**src/rtl/uart_rx_cmd_parser_if.sv**
```systemverilog
`default_nettype none
// ============================================================================
// Module   : uart_rx_cmd_parser_if
// Brief    : Byte-stream, register-file, ALU and TX handshake bundle for the
//            UART command parser.
// Revision : 1.0  initial release
// ============================================================================
interface uart_rx_cmd_parser_if #(
    parameter int ADDR_WIDTH = 4
);
    logic [7:0]            RX_P_DATA;
    logic                  RX_D_VLD;
    logic                  PAR_ERROR;
    logic                  STP_ERROR;
    logic                  WrEn;
    logic                  RdEn;
    logic [ADDR_WIDTH-1:0] Address;
    logic [7:0]            WrData;
    logic [7:0]            RdData;
    logic                  RdData_Valid;
    logic                  ALU_EN;
    logic [3:0]            ALU_FUN;
    logic [15:0]           ALU_OUT;
    logic                  ALU_OUT_VLD;
    logic [7:0]            TX_P_DATA;
    logic                  TX_D_VLD;
    logic                  TX_READY;
    logic                  FRAME_ERR;
    logic                  CMD_ERR;
    logic                  OVERRUN;

    // Parser side
    modport master (
        input  RX_P_DATA, RX_D_VLD, PAR_ERROR, STP_ERROR,
        input  RdData, RdData_Valid, ALU_OUT, ALU_OUT_VLD, TX_READY,
        output WrEn, RdEn, Address, WrData, ALU_EN, ALU_FUN,
        output TX_P_DATA, TX_D_VLD, FRAME_ERR, CMD_ERR, OVERRUN
    );

    // Environment side: UART RX/TX, register file and ALU
    modport slave (
        output RX_P_DATA, RX_D_VLD, PAR_ERROR, STP_ERROR,
        output RdData, RdData_Valid, ALU_OUT, ALU_OUT_VLD, TX_READY,
        input  WrEn, RdEn, Address, WrData, ALU_EN, ALU_FUN,
        input  TX_P_DATA, TX_D_VLD, FRAME_ERR, CMD_ERR, OVERRUN
    );
endinterface
`default_nettype wire

```
**src/rtl/uart_rx_cmd_parser.sv**
```systemverilog
`default_nettype none
// ============================================================================
// Module   : uart_rx_cmd_parser
// Brief    : Decodes UART command frames into register-file / ALU operations
//            and returns read or ALU results as TX bytes.
// Revision : 1.0  initial release
// ============================================================================
module uart_rx_cmd_parser #(
    parameter int ADDR_WIDTH  = 4,
    parameter int TIMEOUT_CYC = 255
) (
    input  wire logic              CLK,
    input  wire logic              RST,
    uart_rx_cmd_parser_if.master   bus
);
    localparam int                 c_cnt_w    = $clog2(TIMEOUT_CYC + 1);
    localparam logic [c_cnt_w-1:0] c_term_cnt = c_cnt_w'(TIMEOUT_CYC - 1);

    typedef enum logic [3:0] {
        S_IDLE, S_WR_ADDR, S_WR_DATA, S_RD_ADDR, S_RD_WAIT,
        S_ALU_A, S_ALU_B, S_ALU_FUN, S_ALU_WAIT, S_TX0, S_TX1
    } state_t;

    state_t                r_state,     w_state_nxt;
    logic                  r_wr_en,     w_wr_en;
    logic                  r_rd_en,     w_rd_en;
    logic                  r_alu_en,    w_alu_en;
    logic                  r_frame_err, w_frame_err;
    logic                  r_cmd_err,   w_cmd_err;
    logic                  r_overrun,   w_overrun;
    logic                  r_tx_vld,    w_tx_vld;
    logic                  r_tx_two,    w_tx_two;
    logic [ADDR_WIDTH-1:0] r_addr,      w_addr;
    logic [7:0]            r_wr_data,   w_wr_data;
    logic [3:0]            r_alu_fun,   w_alu_fun;
    logic [7:0]            r_tx_data,   w_tx_data;
    logic [7:0]            r_tx_hi,     w_tx_hi;
    logic [c_cnt_w-1:0]    r_cnt,       w_cnt;

    logic w_rx_bad;
    logic w_collecting;

    assign w_rx_bad     = bus.RX_D_VLD && (bus.PAR_ERROR || bus.STP_ERROR);
    assign w_collecting = (r_state inside {S_IDLE, S_WR_ADDR, S_WR_DATA, S_RD_ADDR,
                                           S_ALU_A, S_ALU_B, S_ALU_FUN});

    always_ff @(posedge CLK or negedge RST) begin
        if (!RST) begin
            r_state     <= S_IDLE;
            r_wr_en     <= 1'b0;
            r_rd_en     <= 1'b0;
            r_alu_en    <= 1'b0;
            r_frame_err <= 1'b0;
            r_cmd_err   <= 1'b0;
            r_overrun   <= 1'b0;
            r_tx_vld    <= 1'b0;
            r_tx_two    <= 1'b0;
            r_addr      <= '0;
            r_wr_data   <= '0;
            r_alu_fun   <= '0;
            r_tx_data   <= '0;
            r_tx_hi     <= '0;
            r_cnt       <= '0;
        end else begin
            r_state     <= w_state_nxt;
            r_wr_en     <= w_wr_en;
            r_rd_en     <= w_rd_en;
            r_alu_en    <= w_alu_en;
            r_frame_err <= w_frame_err;
            r_cmd_err   <= w_cmd_err;
            r_overrun   <= w_overrun;
            r_tx_vld    <= w_tx_vld;
            r_tx_two    <= w_tx_two;
            r_addr      <= w_addr;
            r_wr_data   <= w_wr_data;
            r_alu_fun   <= w_alu_fun;
            r_tx_data   <= w_tx_data;
            r_tx_hi     <= w_tx_hi;
            r_cnt       <= w_cnt;
        end
    end

    always_comb begin
        w_state_nxt = r_state;
        w_wr_en     = 1'b0;
        w_rd_en     = 1'b0;
        w_alu_en    = 1'b0;
        w_frame_err = 1'b0;
        w_cmd_err   = 1'b0;
        w_overrun   = 1'b0;
        w_tx_vld    = r_tx_vld;
        w_tx_two    = r_tx_two;
        w_addr      = r_addr;
        w_wr_data   = r_wr_data;
        w_alu_fun   = r_alu_fun;
        w_tx_data   = r_tx_data;
        w_tx_hi     = r_tx_hi;
        w_cnt       = r_cnt;

        // A corrupted byte kills the frame; operand writes already issued stay.
        if (w_collecting && w_rx_bad) begin
            w_frame_err = 1'b1;
            w_state_nxt = S_IDLE;
        end else begin
            case (r_state)
                S_IDLE: if (bus.RX_D_VLD) begin
                    case (bus.RX_P_DATA)
                        8'hAA:   w_state_nxt = S_WR_ADDR;
                        8'hBB:   w_state_nxt = S_RD_ADDR;
                        8'hCC:   w_state_nxt = S_ALU_A;
                        8'hDD:   w_state_nxt = S_ALU_FUN;
                        default: w_cmd_err   = 1'b1;
                    endcase
                end
                S_WR_ADDR: if (bus.RX_D_VLD) begin
                    w_addr      = bus.RX_P_DATA[ADDR_WIDTH-1:0];
                    w_state_nxt = S_WR_DATA;
                end
                S_WR_DATA: if (bus.RX_D_VLD) begin
                    w_wr_data   = bus.RX_P_DATA;
                    w_wr_en     = 1'b1;
                    w_state_nxt = S_IDLE;
                end
                S_RD_ADDR: if (bus.RX_D_VLD) begin
                    w_addr      = bus.RX_P_DATA[ADDR_WIDTH-1:0];
                    w_rd_en     = 1'b1;
                    w_cnt       = '0;
                    w_state_nxt = S_RD_WAIT;
                end
                S_ALU_A: if (bus.RX_D_VLD) begin
                    w_addr      = '0;
                    w_wr_data   = bus.RX_P_DATA;
                    w_wr_en     = 1'b1;
                    w_state_nxt = S_ALU_B;
                end
                S_ALU_B: if (bus.RX_D_VLD) begin
                    w_addr      = ADDR_WIDTH'(1);
                    w_wr_data   = bus.RX_P_DATA;
                    w_wr_en     = 1'b1;
                    w_state_nxt = S_ALU_FUN;
                end
                S_ALU_FUN: if (bus.RX_D_VLD) begin
                    w_alu_fun   = bus.RX_P_DATA[3:0];
                    w_alu_en    = 1'b1;
                    w_cnt       = '0;
                    w_state_nxt = S_ALU_WAIT;
                end
                // A response on the terminal-count cycle still wins over the timeout.
                S_RD_WAIT: begin
                    w_overrun = bus.RX_D_VLD;
                    w_cnt     = r_cnt + c_cnt_w'(1);
                    if (bus.RdData_Valid) begin
                        w_tx_data   = bus.RdData;
                        w_tx_two    = 1'b0;
                        w_tx_vld    = 1'b1;
                        w_state_nxt = S_TX0;
                    end else if (r_cnt == c_term_cnt) begin
                        w_cmd_err   = 1'b1;
                        w_state_nxt = S_IDLE;
                    end
                end
                S_ALU_WAIT: begin
                    w_overrun = bus.RX_D_VLD;
                    w_cnt     = r_cnt + c_cnt_w'(1);
                    if (bus.ALU_OUT_VLD) begin
                        w_tx_data   = bus.ALU_OUT[7:0];
                        w_tx_hi     = bus.ALU_OUT[15:8];
                        w_tx_two    = 1'b1;
                        w_tx_vld    = 1'b1;
                        w_state_nxt = S_TX0;
                    end else if (r_cnt == c_term_cnt) begin
                        w_cmd_err   = 1'b1;
                        w_state_nxt = S_IDLE;
                    end
                end
                S_TX0: begin
                    w_overrun = bus.RX_D_VLD;
                    if (bus.TX_READY) begin
                        if (r_tx_two) begin
                            w_tx_data   = r_tx_hi;
                            w_state_nxt = S_TX1;
                        end else begin
                            w_tx_vld    = 1'b0;
                            w_state_nxt = S_IDLE;
                        end
                    end
                end
                S_TX1: begin
                    w_overrun = bus.RX_D_VLD;
                    if (bus.TX_READY) begin
                        w_tx_vld    = 1'b0;
                        w_state_nxt = S_IDLE;
                    end
                end
                default: w_state_nxt = S_IDLE;
            endcase
        end
    end

    assign bus.WrEn      = r_wr_en;
    assign bus.RdEn      = r_rd_en;
    assign bus.Address   = r_addr;
    assign bus.WrData    = r_wr_data;
    assign bus.ALU_EN    = r_alu_en;
    assign bus.ALU_FUN   = r_alu_fun;
    assign bus.TX_P_DATA = r_tx_data;
    assign bus.TX_D_VLD  = r_tx_vld;
    assign bus.FRAME_ERR = r_frame_err;
    assign bus.CMD_ERR   = r_cmd_err;
    assign bus.OVERRUN   = r_overrun;
endmodule
`default_nettype wire

```
**src/flat_wrapper.sv**
```systemverilog
// flat-port wrapper written by rule: the top's interface ports become plain ports
module uart_rx_cmd_parser_flat 
#(
    parameter int ADDR_WIDTH  = 4,
    parameter int TIMEOUT_CYC = 255
)
  (CLK, RST, bus_RX_P_DATA, bus_RX_D_VLD, bus_PAR_ERROR, bus_STP_ERROR, bus_RdData, bus_RdData_Valid, bus_ALU_OUT, bus_ALU_OUT_VLD, bus_TX_READY, bus_WrEn, bus_RdEn, bus_Address, bus_WrData, bus_ALU_EN, bus_ALU_FUN, bus_TX_P_DATA, bus_TX_D_VLD, bus_FRAME_ERR, bus_CMD_ERR, bus_OVERRUN);
  uart_rx_cmd_parser_if #(.ADDR_WIDTH(ADDR_WIDTH)) bus_i ();
  input  wire logic CLK;
  input  wire logic RST;
  input wire logic [$bits(bus_i.RX_P_DATA)-1:0] bus_RX_P_DATA;
  input wire logic [$bits(bus_i.RX_D_VLD)-1:0] bus_RX_D_VLD;
  input wire logic [$bits(bus_i.PAR_ERROR)-1:0] bus_PAR_ERROR;
  input wire logic [$bits(bus_i.STP_ERROR)-1:0] bus_STP_ERROR;
  input wire logic [$bits(bus_i.RdData)-1:0] bus_RdData;
  input wire logic [$bits(bus_i.RdData_Valid)-1:0] bus_RdData_Valid;
  input wire logic [$bits(bus_i.ALU_OUT)-1:0] bus_ALU_OUT;
  input wire logic [$bits(bus_i.ALU_OUT_VLD)-1:0] bus_ALU_OUT_VLD;
  input wire logic [$bits(bus_i.TX_READY)-1:0] bus_TX_READY;
  output wire logic [$bits(bus_i.WrEn)-1:0] bus_WrEn;
  output wire logic [$bits(bus_i.RdEn)-1:0] bus_RdEn;
  output wire logic [$bits(bus_i.Address)-1:0] bus_Address;
  output wire logic [$bits(bus_i.WrData)-1:0] bus_WrData;
  output wire logic [$bits(bus_i.ALU_EN)-1:0] bus_ALU_EN;
  output wire logic [$bits(bus_i.ALU_FUN)-1:0] bus_ALU_FUN;
  output wire logic [$bits(bus_i.TX_P_DATA)-1:0] bus_TX_P_DATA;
  output wire logic [$bits(bus_i.TX_D_VLD)-1:0] bus_TX_D_VLD;
  output wire logic [$bits(bus_i.FRAME_ERR)-1:0] bus_FRAME_ERR;
  output wire logic [$bits(bus_i.CMD_ERR)-1:0] bus_CMD_ERR;
  output wire logic [$bits(bus_i.OVERRUN)-1:0] bus_OVERRUN;
  assign bus_i.RX_P_DATA = bus_RX_P_DATA;
  assign bus_i.RX_D_VLD = bus_RX_D_VLD;
  assign bus_i.PAR_ERROR = bus_PAR_ERROR;
  assign bus_i.STP_ERROR = bus_STP_ERROR;
  assign bus_i.RdData = bus_RdData;
  assign bus_i.RdData_Valid = bus_RdData_Valid;
  assign bus_i.ALU_OUT = bus_ALU_OUT;
  assign bus_i.ALU_OUT_VLD = bus_ALU_OUT_VLD;
  assign bus_i.TX_READY = bus_TX_READY;
  assign bus_WrEn = bus_i.WrEn;
  assign bus_RdEn = bus_i.RdEn;
  assign bus_Address = bus_i.Address;
  assign bus_WrData = bus_i.WrData;
  assign bus_ALU_EN = bus_i.ALU_EN;
  assign bus_ALU_FUN = bus_i.ALU_FUN;
  assign bus_TX_P_DATA = bus_i.TX_P_DATA;
  assign bus_TX_D_VLD = bus_i.TX_D_VLD;
  assign bus_FRAME_ERR = bus_i.FRAME_ERR;
  assign bus_CMD_ERR = bus_i.CMD_ERR;
  assign bus_OVERRUN = bus_i.OVERRUN;
  uart_rx_cmd_parser #(.ADDR_WIDTH(ADDR_WIDTH), .TIMEOUT_CYC(TIMEOUT_CYC)) u_core (.CLK(CLK), .RST(RST), .bus(bus_i));
endmodule
```
**config.mk**
```make
export PLATFORM = sky130hd
export DESIGN_NAME = uart_rx_cmd_parser_flat
export DESIGN_NICKNAME = d
export VERILOG_FILES = /design/src/rtl/uart_rx_cmd_parser_if.sv /design/src/rtl/uart_rx_cmd_parser.sv /design/src/flat_wrapper.sv
export SDC_FILE = /design/constraint.sdc
export NUM_CORES = 1
export LEC_CHECK = 0
export CAP_MARGIN = 20
export CORE_MARGIN = 10
export CORE_UTILIZATION = 45
export DETAILED_ROUTE_END_ITERATION = 7
export PLACE_DENSITY = 0.75
export SYNTH_ARGS = -nofsm -noshare
export SYNTH_HDL_FRONTEND = slang
export SYNTH_SLANG_ARGS = --single-unit
```
**constraint.sdc**
```tcl
create_clock -name CLK -period 6.1 [get_ports CLK]
set_clock_uncertainty 0.1 [all_clocks]
set_input_delay 1.525 -clock CLK [delete_from_list [all_inputs] [get_ports CLK]]
set_output_delay 1.525 -clock CLK [all_outputs]
set_load 0.02 [all_outputs]
```
==> results of run 1 <==
==> cell families after synthesis <==
group	after synthesis
compound gates	74
xor+xnor	3
fa+ha+maj	2
buf+inv	16
flops	52
mux	29
simple gates	88
==> cells in the mapped netlist, types with 3 or more instances <==
library cell,n,share of area (%)
nand3_1,7,1.3
a21o_1,3,0.84
a21oi_1,6,1.1
buf_2,5,0.93
clkbuf_1,3,0.42
nand2b_1,6,1.4
nor3b_1,3,0.84
a211oi_1,3,0.84
dfrtp_1,52,48
nor2_1,10,1.4
nor2b_1,4,0.93
o21ai_0,26,4.8
o31ai_1,3,0.84
a21boi_0,3,0.84
mux2_2,21,8.8
and3_1,3,0.70
o21ai_1,8,1.5
inv_1,3,0.42
mux2i_1,8,3.0
nand2_1,40,5.6
==> metal layers <==
metal,wire [um],up-vias,GRT usage (%)
li1,-,1087,-
met1,2800,1095,16.7
met2,3630,54,25.9
met3,391,15,3.91
met4,144,0,4.92
met5,0,-,0
==> worst min path at each step <==
stage	start	to	slack [ns]	cells past startpoint
after CTS	u_core.bus.TX_P_DATA[3]	u_core.bus.TX_P_DATA[3]	0.40	2
after global placement	u_core.bus.Address[3]	u_core.bus.Address[3]	0.37	2
final	u_core.bus.TX_P_DATA[3]	u_core.bus.TX_P_DATA[3]	0.39	2
after detailed placement	u_core.bus.Address[2]	u_core.bus.Address[2]	0.38	2
after floorplan	u_core.r_cnt[7]	u_core.r_cnt[7]	0.35	1
after global routing	u_core.bus.TX_P_DATA[3]	u_core.bus.TX_P_DATA[3]	0.41	2
==> worst max-delay path, cell delays in order <==
cell             delay (ns)
clkdlybuf4s50_1        0.52
o21ai_1                0.26
a211oi_1               0.14
or4_1                  0.82
nand2_1                0.15
o21ai_1                0.08
==> layout make-up <==
cell class                      count  area share (%)
Sequential cell                    52            36.7
Clock inverter                      2            1.69
Timing Repair Buffer               72            20.0
Clock buffer                        5            1.94
Tap cell                           75            2.64
Multi-Input combinational cell    196            36.7
Inverter                            3           0.317
==> stage by stage <==
stage	hold WS (ns)	utilization [%]
after floorplan	0.345	-
after global placement	0.367	58.3
after detailed placement	0.380	58.3
after CTS	0.402	60.5
after global routing	0.413	60.7
final	0.394	60.7
==> placed cells by master (no fill, tap or decap), types with 3 or more instances in the layout <==
cell,n
dfrtp_1,52
a21oi_1,6
a211oi_1,3
nor3b_1,3
mux2i_1,8
and3_1,3
o21ai_1,8
nand2_1,40
nand2b_1,6
clkbuf_8,5
o21ai_0,26
clkdlybuf4s50_1,69
a21boi_0,3
a21o_1,3
inv_1,3
nor2_1,10
o31ai_1,3
nand3_1,7
nor2b_1,4
mux2_2,21
==> power by group through the flow <==
stage / registers [mW] / logic (mW) / clock network [mW]
global placement: 0.621 / 0.665 / 0
finish: 0.622 / 0.680 / 0.275
global route: 0.644 / 0.744 / 0.295
floorplan: 0.657 / 0.369 / 0
detailed placement: 0.626 / 0.675 / 0
CTS: 0.621 / 0.683 / 0.278
==> registers in the layout, summed over array words and instances (netlist names) <==
| register | cells |
|---|---|
| u_core.r_tx_two | 1 |
| u_core.bus.WrEn | 1 |
| u_core.bus.RdEn | 1 |
| u_core.r_tx_hi | 8 |
| u_core.bus.TX_D_VLD | 1 |
| u_core.bus.FRAME_ERR | 1 |
| u_core.r_cnt | 8 |
| u_core.bus.Address | 4 |
| u_core.bus.TX_P_DATA | 8 |
| u_core.bus.ALU_EN | 1 |
| u_core.bus.OVERRUN | 1 |
| u_core.bus.ALU_FUN | 4 |
| u_core.bus.WrData | 8 |
| u_core.bus.CMD_ERR | 1 |
| u_core.r_state | 4 |
==> results.sh, run 1 <==
export IMPL_layout_min_cycle_time_ns=3.42
export IMPL_netlist_instances=264
export IMPL_muxShareOfSynthArea_pct=11.8
export IMPL_postCtsSetupBuffers=0
export IMPL_slew_headroom_pct=36.8
export IMPL_pwr_share_seq_pct=39.4
export IMPL_num_rows=28
export IMPL_worstReg2RegStart="u_core.r_state[2]"
export IMPL_die_h_um=97.3
export IMPL_status="completed"
export IMPL_setup_viol=0
export IMPL_synth_area_sq_um=2690
export IMPL_worstHoldPathType="register to register"
export IMPL_startpoint_type="input pin"
export IMPL_crit_type="input pin to register"
export IMPL_core_area_sq_um=5850
export IMPL_ir_worst_vdd_mv=0.292
export IMPL_root_buffer="clkbuf_8"
export IMPL_synth_edff_count=0
export IMPL_timing_critical_path_to="u_core.bus.TX_P_DATA[4]"
export IMPL_dp_cells=397
export IMPL_dp_hpwl_um=5260
export IMPL_drc=0
export IMPL_maxSlewViolCount=0
export IMPL_crit_arrival_ns=3.49
export IMPL_ios=71
export IMPL_cts_sinks=52
export IMPL_worst_r2r_setup_slack_ns=3.51
export IMPL_cts_buffer_depth=2
export IMPL_syn_area_per_cell_sq_um=10.2
export IMPL_multi_input_area_sq_um=1300
export IMPL_hold_buffers=0
export IMPL_synth_xor_xnor_area_share_pct=0.976
export IMPL_cts_max_level=2
export IMPL_power_leakage_nw=1.49
export IMPL_setup_tns_final_ns=0
export IMPL_dp_worst_setup_slack_ns=2.38
export IMPL_yosys_area_share_adder_pct=0.930
export IMPL_clkLatencyLatePin_ns=0.31
export IMPL_rsz0062_at_grt="no"
export IMPL_antenna_found_initial=0
export IMPL_fmax_ghz=0.293
export IMPL_grt_overflow=0
export IMPL_cts_tree="built"
export IMPL_wire_per_inst_um=17.2
export IMPL_synth_compound_area_share_pct=17.8
export IMPL_clk_pin_slew_ns=0.09
export IMPL_critPathMaxFanout=16
export IMPL_syn2layout_area_growth_pct=31.9
export IMPL_fin_total_pwr_mw=1.58
export IMPL_p_int_mw=0.979
export IMPL_p_per_area_nw_per_um2=444
export IMPL_worst_pin_slew_ns=0.948
export IMPL_grt_pass1_wl_um=11600
export IMPL_port_buffers=70
export IMPL_drive_above_1_share_pct=12.4
export IMPL_syn_num_nets=306
export IMPL_vias_per_cell=5.56
export IMPL_instances_no_fill=405
export IMPL_setup_slack_ns=2.68
export IMPL_worst_ep_required_time_ns=6.17
export IMPL_place_area_sq_um=3410
export IMPL_dieArea_sq_um=9470
export IMPL_regArea_sq_um=1300
export IMPL_net_switching_power_mw=0.597
export IMPL_grt_use_total_pct=14.7
export IMPL_dr_pass1_iters=4
export IMPL_finalWirelength_um=6970
export IMPL_yosysUniqueCellTypes=55
export IMPL_fillers=469
export IMPL_synth_seq_cells=52
export IMPL_diodes=0
export IMPL_vias=2251
export IMPL_gp_congestion=0.868
export IMPL_fin_nets=372
export IMPL_synth_seq_area_share_pct=48.3
export IMPL_synth_async_reset_ratio_pct=100
export IMPL_r2r_end="u_core.bus.TX_P_DATA[4]"
export IMPL_grt_pass1_vias=2302
export IMPL_maxCapViolCount=0
export IMPL_rr_worst_depth=5
export IMPL_postCtsResizedCells=0
export IMPL_synth_simple_gate_area_share_pct=17.0
export IMPL_crit_path_end_kind="register"
export IMPL_comb_power_share_pct=43.1
export IMPL_die_x_um=97.3
export IMPL_pwr_share_clk_pct=17.5
export IMPL_yosys_warnings=0
export IMPL_cts_buffers=5
export IMPL_final_area_sq_um=3550
export IMPL_start_util_pct=46.0
export IMPL_hold_viol_final=0
export IMPL_synth_top_family_by_area="compound AO/OA/AOI/OAI gates"
export IMPL_swShare_pct=37.9
export IMPL_grt_max_degree=53
export IMPL_drt_iter0_drc=154
export IMPL_finalCritPeriodShare_pct=56.0
export IMPL_setup_worst_path_start="bus_RX_D_VLD"
export IMPL_ant_nets=0
export IMPL_synth_main_ff_cell="dfrtp_1"
No activity file was read; power rests on OpenSTA's default activity.
==> run 2: changes to the inputs <==
--- a/config.mk
+++ b/config.mk
@@ -7,9 +7,9 @@
 export LEC_CHECK = 0
 export CAP_MARGIN = 20
 export CORE_MARGIN = 10
-export CORE_UTILIZATION = 45
+export CORE_UTILIZATION = 44
 export DETAILED_ROUTE_END_ITERATION = 7
-export PLACE_DENSITY = 0.75
+export PLACE_DENSITY = 0.76
 export SYNTH_ARGS = -nofsm -noshare
 export SYNTH_HDL_FRONTEND = slang
 export SYNTH_SLANG_ARGS = --single-unit
==> constraint.sdc (replaced) <==
create_clock -name CLK -period 3.1 [get_ports CLK]
set_clock_uncertainty 0.1 [all_clocks]
set_input_delay 0.775 -clock CLK [delete_from_list [all_inputs] [get_ports CLK]]
set_output_delay 0.775 -clock CLK [all_outputs]
set_load 0.02 [all_outputs]
==> run 2 against run 1 <==
Via count fell by 0.36%. Register-to-register slack got worse by 2.9 ns. First-iteration DRC count fell by 10%. Clock power rose by 48%. Utilization fell by 0.57 points. Sequential power rose by 95%. Critical path type unchanged.
==> results.sh, run 2 (synthesis results as in run 1) <==
export IMPL_slowest_delay_ns=0.82
export IMPL_slew_headroom_pct=53.5
export IMPL_crit_path_end_kind="register"
export IMPL_vias_per_cell=5.44
export IMPL_vias=2243
export IMPL_dr_pass1_iters=4
export IMPL_grt_overflow=0
export IMPL_cts_max_level=2
export IMPL_critPathMaxFanout=16
export IMPL_worst_pin_slew_ns=0.697
export IMPL_final_cell_mix="69 x clkdlybuf4s50_1, 52 x dfrtp_1, 40 x nand2_1, 26 x o21ai_0, 21 x mux2_2"
export IMPL_maxCapViolCount=0
export IMPL_grt_pass1_vias=2331
export IMPL_finalCritPeriodShare_pct=82.4
export IMPL_port_buffers=70
export IMPL_root_buffer="clkbuf_8"
export IMPL_cts_buffers=5
export IMPL_fmax_ghz=0.392
export IMPL_power_leakage_nw=1.50
export IMPL_worst_r2r_setup_slack_ns=0.63
export IMPL_setup_tns_final_ns=0
export IMPL_finalWirelength_um=7150
export IMPL_maxSlewViolCount=0
export IMPL_num_rows=28
export IMPL_drc=0
export IMPL_ir_worst_vdd_mv=0.467
export IMPL_fin_nets=378
export IMPL_dp_hpwl_um=5560
export IMPL_p_per_area_nw_per_um2=839
export IMPL_r2r_end="u_core.bus.TX_P_DATA[7]"
export IMPL_worst_ep_required_time_ns=3.19
export IMPL_core_area_sq_um=5920
export IMPL_grt_pass1_wl_um=12100
export IMPL_final_common_cell="clkdlybuf4s50_1"
export IMPL_cts_tree="built"
export IMPL_cpMaxStageDelayCell="or4_1"
export IMPL_cp_buffers_inverters=1
export IMPL_path_cells="clkdlybuf4s50_1 -> o21ai_1 -> a211oi_1 -> or4_1 -> nand2_1 -> o21ai_1"
export IMPL_cts_sinks=52
export IMPL_hold_buffers=0
export IMPL_setup_viol=0
export IMPL_worstHoldPathType="input pin to async pin"
export IMPL_grt_use_total_pct=15.0
export IMPL_clkLatencyLatePin_ns=0.32
export IMPL_startpoint_type="input pin"
export IMPL_die_x_um=98.2
export IMPL_layout_min_cycle_time_ns=2.55
export IMPL_diodes=0
export IMPL_cpMostUsedCell="o21ai_1"
export IMPL_crit_type="input pin to register"
export IMPL_clk_pin_slew_ns=0.10
export IMPL_drt_iter0_drc=138
export IMPL_drive_above_1_share_pct=14.2
export IMPL_wire_per_inst_um=17.4
export IMPL_hold_viol_final=0
export IMPL_rsz0062_at_grt="no"
export IMPL_cpLargestDelayFamily="simple AND/OR/NAND/NOR gates"
export IMPL_antenna_found_initial=0
export IMPL_fin_total_pwr_mw=2.99
export IMPL_postCtsResizedCells=0
export IMPL_rr_worst_depth=6
export IMPL_dieArea_sq_um=9650
export IMPL_postCtsSetupBuffers=0
export IMPL_die_h_um=98.2
export IMPL_ios=71
export IMPL_syn2layout_area_growth_pct=32.2
export IMPL_cts_buffer_depth=2
export IMPL_crit_arrival_ns=2.64
export IMPL_start_util_pct=45.5
export IMPL_status="completed"
export IMPL_worstReg2RegStart="u_core.r_state[2]"
export IMPL_ant_nets=0
export IMPL_gp_congestion=0.973
export IMPL_grt_max_degree=24
run 2: stage by stage:
| step | std cells | hold WS, ns | worst slack [ns] | util, % | cell area [sq um] |
|---|---|---|---|---|---|
| global placement | 404 | 0.373 | 0.260 | 58.5 | 3470 |
| global route | 412 | 0.242 | 0.421 | 60.1 | 3560 |
| finish | 412 | 0.234 | 0.546 | 60.1 | 3560 |
| floorplan | 264 | 0.345 | 0.882 | - | 2690 |
| detailed placement | 404 | 0.377 | 0.228 | 58.5 | 3470 |
| CTS | 412 | 0.243 | 0.563 | 60.1 | 3560 |
run 2: cell type report:
cell class	instances	area (sq um)
timing repair buffer	78	756
sequential	52	1300
inverter	3	11.3
clock inverter	3	23.8
multi-input combinational	196	1300
clock buffer	5	68.8
fill	527	2360
tap	75	93.8
run 2: worst max-delay path by stage:
stage / start / endpoint / slack [ns] / cells past startpoint
after floorplan: bus_STP_ERROR / u_core.bus.TX_P_DATA[6] / 0.88 / 7
after global placement: bus_RX_D_VLD / u_core.bus.TX_P_DATA[5] / 0.26 / 6
after detailed placement: bus_RX_D_VLD / u_core.bus.TX_P_DATA[6] / 0.23 / 6
after CTS: bus_RX_D_VLD / u_core.bus.TX_P_DATA[6] / 0.56 / 6
after global routing: bus_RX_D_VLD / u_core.bus.TX_P_DATA[2] / 0.42 / 6
final: bus_RX_D_VLD / u_core.bus.TX_P_DATA[7] / 0.55 / 6
run 2: power by group:
part | leakage (nW) | switching [mW] | internal, mW
Sequential | 0.682 | 0.267 | 0.943
Combinational | 0.772 | 0.691 | 0.679
Clock | 0.0404 | 0.247 | 0.160
run 2: metal layers:
metal | share of wire (%) | track usage (%) | wire length (um)
met4 | 1.7 | 4.85 | 119
met5 | 0 | 0 | 0
met1 | 41 | 18.1 | 2930
met3 | 5.8 | 3.59 | 417
met2 | 51 | 25.5 | 3680
